### src/rtl/mac_ctrl_pkg.sv
// Shared definitions for the MAC array sequencer: FSM state encoding and the
// array instruction encoding that the tiles decode.
package mac_ctrl_pkg;

    typedef enum logic [2:0] {
        StIdle  = 3'd0,
        StLoad  = 3'd1,
        StGap   = 3'd2,
        StExec  = 3'd3,
        StDrain = 3'd4,
        StDone  = 3'd5
    } state_e;

    localparam logic [1:0] INST_NOP  = 2'b00;
    localparam logic [1:0] INST_LOAD = 2'b01;
    localparam logic [1:0] INST_EXEC = 2'b10;

endpackage

### src/rtl/mac_array_seq_ctrl.sv
// Job sequencer for the ROW x COL MAC array: kernel load, execute, drain, done.
// Owns the array-wide precision select, held for the whole job.
module mac_array_seq_ctrl
    import mac_ctrl_pkg::*;
#(
    parameter int unsigned ROW     = 8,
    parameter int unsigned COL     = 8,
    parameter int unsigned ADDR_BW = 11,
    parameter int unsigned CNT_BW  = 11
) (
    input  logic               clk,
    input  logic               reset,
    input  logic               i_start,
    input  logic               i_cfg_mode_2b,
    input  logic [CNT_BW-1:0]  i_cfg_num_act,
    input  logic [ADDR_BW-1:0] i_cfg_w_base,
    input  logic [ADDR_BW-1:0] i_cfg_a_base,
    input  logic               i_ofifo_full,
    output logic               o_busy,
    output logic               o_done,
    output logic               o_mode_2b,
    output logic               o_w_rd_en,
    output logic [ADDR_BW-1:0] o_w_rd_addr,
    output logic               o_a_rd_en,
    output logic [ADDR_BW-1:0] o_a_rd_addr,
    output logic [1:0]         o_inst_w
);

    localparam int unsigned PHASE_MAX = 2 * COL + ROW + COL;
    localparam int unsigned PHASE_W   = int'($clog2(PHASE_MAX)) + 1;
    localparam int unsigned CNT_W     = (CNT_BW > PHASE_W) ? CNT_BW : PHASE_W;

    state_e               r_state;
    logic [CNT_W-1:0]     r_cnt;
    logic [CNT_BW-1:0]    r_num_act;
    logic                 r_mode_2b;
    logic                 r_w_en;
    logic                 r_a_req;
    logic                 r_busy;
    logic                 r_done;
    logic [ADDR_BW-1:0]   r_w_addr;
    logic [ADDR_BW-1:0]   r_a_addr;
    logic [1:0]           r_inst;

    logic                 w_a_rd_en;
    logic                 w_load_last;
    logic                 w_exec_last;
    logic                 w_drain_last;

    // Output FIFO back-pressure gates the activation read in the same cycle.
    assign w_a_rd_en    = r_a_req & ~i_ofifo_full;
    assign w_load_last  = (r_cnt == (r_mode_2b ? CNT_W'(2 * COL - 1) : CNT_W'(COL - 1)));
    assign w_exec_last  = (r_cnt == (CNT_W'(r_num_act) - CNT_W'(1)));
    assign w_drain_last = (r_cnt == CNT_W'(ROW + COL - 1));

    always_ff @(posedge clk) begin
        if (reset) begin
            r_state   <= StIdle;
            r_cnt     <= '0;
            r_num_act <= '0;
            r_mode_2b <= 1'b0;
            r_w_en    <= 1'b0;
            r_a_req   <= 1'b0;
            r_busy    <= 1'b0;
            r_done    <= 1'b0;
            r_w_addr  <= '0;
            r_a_addr  <= '0;
            r_inst    <= INST_NOP;
        end else begin
            // Instruction lines up with SRAM data returning one cycle after the read.
            if (r_w_en) begin
                r_inst <= INST_LOAD;
            end else if (w_a_rd_en) begin
                r_inst <= INST_EXEC;
            end else begin
                r_inst <= INST_NOP;
            end
            r_done <= 1'b0;

            unique case (r_state)
                StIdle: begin
                    if (i_start) begin
                        r_mode_2b <= i_cfg_mode_2b;
                        r_num_act <= i_cfg_num_act;
                        r_w_addr  <= i_cfg_w_base;
                        r_a_addr  <= i_cfg_a_base;
                        r_cnt     <= '0;
                        r_busy    <= 1'b1;
                        r_w_en    <= 1'b1;
                        r_state   <= StLoad;
                    end
                end
                StLoad: begin
                    r_w_addr <= r_w_addr + ADDR_BW'(1);
                    if (w_load_last) begin
                        r_cnt   <= '0;
                        r_w_en  <= 1'b0;
                        r_state <= StGap;
                    end else begin
                        r_cnt <= r_cnt + CNT_W'(1);
                    end
                end
                StGap: begin
                    r_cnt <= '0;
                    if (r_num_act == '0) begin
                        r_state <= StDrain;
                    end else begin
                        r_a_req <= 1'b1;
                        r_state <= StExec;
                    end
                end
                StExec: begin
                    if (!i_ofifo_full) begin
                        r_a_addr <= r_a_addr + ADDR_BW'(1);
                        if (w_exec_last) begin
                            r_cnt   <= '0;
                            r_a_req <= 1'b0;
                            r_state <= StDrain;
                        end else begin
                            r_cnt <= r_cnt + CNT_W'(1);
                        end
                    end
                end
                StDrain: begin
                    if (w_drain_last) begin
                        r_cnt   <= '0;
                        r_done  <= 1'b1;
                        r_state <= StDone;
                    end else begin
                        r_cnt <= r_cnt + CNT_W'(1);
                    end
                end
                StDone: begin
                    r_busy  <= 1'b0;
                    r_state <= StIdle;
                end
                default: begin
                    r_state <= StIdle;
                end
            endcase
        end
    end

    assign o_busy      = r_busy;
    assign o_done      = r_done;
    assign o_mode_2b   = r_mode_2b;
    assign o_w_rd_en   = r_w_en;
    assign o_w_rd_addr = r_w_addr;
    assign o_a_rd_en   = w_a_rd_en;
    assign o_a_rd_addr = r_a_addr;
    assign o_inst_w    = r_inst;

endmodule

### config.mk
export PLATFORM = sky130hd
export DESIGN_NAME = mac_array_seq_ctrl
export DESIGN_NICKNAME = d
export VERILOG_FILES = /design/src/rtl/mac_ctrl_pkg.sv /design/src/rtl/mac_array_seq_ctrl.sv
export SDC_FILE = /design/constraint.sdc
export NUM_CORES = 1
export LEC_CHECK = 0
export CAP_MARGIN = 10
export CORE_MARGIN = 1
export CORE_UTILIZATION = 50
export CTS_CLUSTER_SIZE = 14
export DETAILED_ROUTE_END_ITERATION = 8
export HOLD_SLACK_MARGIN = 0.15
export PLACE_DENSITY_LB_ADDON = 0.25
export SLEW_MARGIN = 0
export SYNTH_ARGS = -nofsm -noshare
export SYNTH_HDL_FRONTEND = slang
export SYNTH_SLANG_ARGS = --single-unit
export TNS_END_PERCENT = 20
### constraint.sdc
create_clock -name clk -period 6.7 [get_ports clk]
set_clock_uncertainty 0.05 [all_clocks]
set_input_delay 1.34 -clock clk [delete_from_list [all_inputs] [get_ports clk]]
set_output_delay 1.34 -clock clk [all_outputs]
set_load 0.02 [all_outputs]
# [Word level (Yosys, flattened, before mapping)]
# Cells that the tools add are included.
[totals] wordCells=80 input_bits=38 register_bits=54 out_inout_bits=29
[classes] n_eq_ne=14 addsub=4 reduce_logical=17 n_bitwise=3 mux=30
[op_table] cell="two-way mux 11 bit" count=8
[op_table] cell="case mux 11 bit (5 select lines)" count=1
[op_table] cell="case mux 11 bit (2 select lines)" count=2
[op_table] cell="adder 11 x 1 -> 11 bit (second input constant)" count=3
[op_table] cell="two-way mux 3 bit" count=6
[op_table] cell="case mux 3 bit (5 select lines)" count=1
[op_table] cell="inequality test 2 bit (second input constant)" count=6
[op_table] cell="== test 11 bit" count=1
[op_table] cell="== test 11 x 4 -> 1 bit" count=1
[op_table] cell="== test 11 x 4 -> 1 bit (second input constant)" count=1
[op_table] cell="zero test 11 bit" count=1
[op_table] cell="subtractor 11 x 1 -> 11 bit (second input constant)" count=1
[op_table] cell="AND reduction 3 bit" count=3
[op_table] cell="nonzero test 2 bit" count=4
[op_table] cell="two-way mux 1 bit" count=7
[op_table] cell="== test 3 x 2 -> 1 bit (second input constant)" count=2
[op_table] cell="== test 3 bit (second input constant)" count=2
[op_table] cell="case mux 1 bit (2 select lines)" count=3
[op_table] cell="AND reduction 2 bit" count=3
[op_table] cell="AND reduction 5 bit" count=1
[op_table] cell="nonzero test 5 bit" count=1
[op_table] cell="two-way mux 4 bit" count=1
[op_table] cell="AND reduction 4 bit" count=1
[op_table] cell="OR reduction 2 bit" count=2
[op_table] cell="5 further kinds" count=6

# [Depth between registers and ports, before layout]
[logic_depth] ltp_word=5 ltp_mapped=12 depth_no_buf=9

# [Least setup slack after synthesis]
# OpenSTA, ideal clock, no wires.
[synth_timing] path_kind="input port to output port" startpoint="input i_ofifo_full" endpoint="output o_a_rd_en" slack_ns=3.646 cell_stages=1 n_path_buf=0 t_required_ns=5.310 arrival_time_ns=1.664 path_cell_list="nor2b_1"
[synth_between] elab_chain_cells=2
[synth_rtl] item="start: declaration" line_no="mac_array_seq_ctrl.sv:18" source="input logic i_ofifo_full,"
[synth_rtl] item="NOT 1 bit" line_no="mac_array_seq_ctrl.sv:51" source="assign w_a_rd_en = r_a_req & ~i_ofifo_full;"
[synth_rtl] item="AND 1 bit" line_no="mac_array_seq_ctrl.sv:51"
[synth_rtl] item="end: declaration" line_no="mac_array_seq_ctrl.sv:24" source="output logic o_a_rd_en,"
# Every way passes these cells.

# [Worst setup path in the final report]
# Ends and elaborated chain as after synthesis.

==> impl_metrics.toml <==
[critical_path]
startpoint_type = "input pin"
worst_path_largest_cell_delay_ps = 660
worstRegToRegCells = 7
crit_end = "o_a_rd_en"
cp_max_fo = 6
arrival_ps = 2770
end_kind = "output port"
cp_num_buf_inv = 2
r2r-end = "r_cnt[1]$_SDFFE_PP0P_"
crit_slowest_cell = "clkdlybuf4s50_1"
r2r_start = "r_num_act[2]$_SDFFE_PP0P_"
cpMostUsedCell = "clkdlybuf4s50_1"
path_cells = "clkdlybuf4s50_1, nor2b_1, clkdlybuf4s50_1"
startpoint = "i_ofifo_full"
cp_num_cells = 3
path_delay_family = "buffers and inverters"
rrSetupSlack_ps = 3570
critPathKind = "input pin to output port"
critPathRequiredTime_ps = 5310

[synthesis]
synthCells = 414
synth.area.top_cells = "dfxtp_1 (34%), a21oi_1 (5.5%), nand2_1 (4.8%)"
yosys.area.top_type = "dfxtp_1"
yosys_warnings = 0
yosys.area_share.simple_pct = 28.2
syn_nets = 457
synth_async_sr_flop_share_pct = 0
synthMuxAreaShare_pct = 2.82
synth-adder-area-share_pct = 1.96
synth-compound-area-share_pct = 24.1
ys_top_cells_by_count = "dfxtp_1 (54), nand2_1 (41), nor2_1 (40), a21oi_1 (35), clkbuf_1 (22)"
synth_ff_type = "dfxtp_1"
yosysSeqAreaShare_pct = 33.8
synth_top_family_by_area = "simple AND/OR/NAND/NOR gates"
synth_area_um2 = 3200
synth_seq_cells = 54
yosysUniqueCellTypes = 52
synth_edf_count = 0
synth_top_area_share_pct = 33.8
yosysMostFrequentCell = "dfxtp_1"
syn_area_per_cell_um2 = 7.72
synthXorXnorAreaFrac_pct = 4.11

[finish]
n_antenna_cell = 0
fin_nets = 504
drive_above_1_share_pct = 4.55
areaGrowthSynthToFinish_pct = 23.1
fin_area_um2 = 3940
fin_cells = 537
final_util_pct = 64.9

[clocking]
clock-sinks = 54
post_cts_buffers = 0
path_clk_slew_ps = 90
clock_path_buffers = 2
cts_hold_repair.buffers = 0
clk-insertion-delay-late_ps = 310
cts_resized = 0
cts_buffers = 5
clockRootBuffer = "clkbuf_8"
htreeDepth = 2
cts_tree = "done"

[routing]
ant_nets = 0
via_per_inst = 5.95
vias = 3193
drt-pass1-iter-count = 4
detail_route.iter0.violations = 273
drc = 0
wl_per_cell_um = 14.4
wl_um = 7740

[sta]
fin_crit_sh_pct = 62.0
holdWs_ps = 444
period_minus_slack_ps = 4160
hold_viol_final = 0
maxSlewHeadroom_pct = 40.9
fmax_ghz = 0.241
grt_setup_unrepaired = "false"
setup_slack_ps = 2540
finalSetupViolations = 0
setup_tns_ps = 0
worst_pin_slew_ps = 884
final-max-slew-violation-count = 0

[die]
rows = 28
dieArea_um2 = 6720
initial_core_util_pct = 52.8
die_w_um = 82.0
design.core.area_um2 = 6060
chipHeight_um = 82.0
io_pins = 67

[run]
maxCapViolCount = 0

[power]
ir_drop_mv = 0.193
p_leak_nw = 1.48
p_per_area_nw_per_um2 = 347
power.total_mw = 1.36

[place]
placed_area_um2 = 3840
io_buffer_count = 66
gp_congestion = 0.839
place_ws_ps = 2580
dp_hpwl_um = 5480
post-place-cells = 529

[global_routing]
grt_pass1_vias = 2807
antenna_found_initial = 0
gr-total-overflow = 0
grt_max_degree = 65
grt_pass1_wl_um = 12600
gr-usage-all-layers_pct = 24.1

[worst_hold_path]
hold_path.class = "register to register"

[status]
outcome = "complete, no violations"
cell type report:
cell class	instances	area, µm²
flip-flops and latches	54	1080
clock inverters	2	12.5
clock buffers	6	82.6
multi-input cells	322	1960
repair buffers	68	671
well taps	75	93.8
inverters	10	37.5
fillers	555	2120
cells in the final DEF (no fill, tap or decap), drive strengths merged, types with 2 or more instances in the layout:
cell type / n
mux2i: 9
and2: 2
clkdlybuf4s50: 65
inv: 10
o31a: 2
a2111oi: 2
clkbuf: 6
nor2: 40
xor2: 6
dfxtp: 54
nor4: 8
a311oi: 4
a221oi: 7
a211oi: 4
xnor2: 9
nand3: 19
or2: 3
a31oi: 5
and4: 2
nand2: 41
o2bb2ai: 9
and3: 13
a21o: 10
o31ai: 11
or3: 3
a21oi: 36
nor2b: 3
nor3b: 3
a21boi: 2
ha: 5
nand2b: 13
nor3: 20
a41oi: 2
buf: 3
nand4: 4
or4: 2
o21ai: 15
logic make-up (layout without fill, tap and decap cells):
family,after synthesis,after routing
muxes,9,9
DFF,54,54
and+or+nand+nor,179,179
xor gates and xnor gates,15,15
adders and majority gates,5,5
AOI/OAI and AO/OA,114,114
buffers and inverters,38,86
sequential cells by signal, indices dropped and copies added, names as in the netlist, 2 cells and up:
signal	cells
r_state	3
o_a_rd_addr	11
r_cnt	11
o_inst_w	2
r_num_act	11
o_w_rd_addr	11
power breakdown:
| group | internal (mW) | switching, mW | total (mW) |
|---|---|---|---|
| logic | 0.310 | 0.376 | 0.687 |
| registers | 0.391 | 0.0946 | 0.486 |
| clock network | 0.0833 | 0.109 | 0.192 |
| total | 0.785 | 0.579 | 1.36 |
worst reg2reg max path: cells and delay by family (launching register included):
| family | cells | cell delay (ps) |
|---|---|---|
| DFF | 1 | 400 |
| AOI/OAI and AO/OA | 2 | 590 |
| and+or+nand+nor | 5 | 1980 |
metal layers:
metal  part of all wire (%)  vias to the layer above  track usage (%)
met5                      0                        -                0
met4                   0.84                        0             5.26
met3                    6.4                        7             4.00
met2                     46                      109             38.9
met1                     47                     1478             33.3
li1                       -                     1599                -
worst min path at each step:
stage	from	end	slack, ps	depth (start not counted)
final	r_num_act[10]$_SDFFE_PP0P_	r_num_act[10]$_SDFFE_PP0P_	440	2
after global routing	r_num_act[9]$_SDFFE_PP0P_	r_num_act[9]$_SDFFE_PP0P_	470	2
after CTS	r_a_req$_SDFFE_PP0P_	r_a_req$_SDFFE_PP0P_	440	2
after detailed placement	o_w_rd_en$_SDFFE_PP0P_	o_inst_w[1]$_SDFF_PP0_	430	1
after global placement	r_a_req$_SDFFE_PP0P_	r_a_req$_SDFFE_PP0P_	420	2
after floorplan	r_a_req$_SDFFE_PP0P_	r_a_req$_SDFFE_PP0P_	400	2
Note: power is estimated with default switching activity, not from simulation.
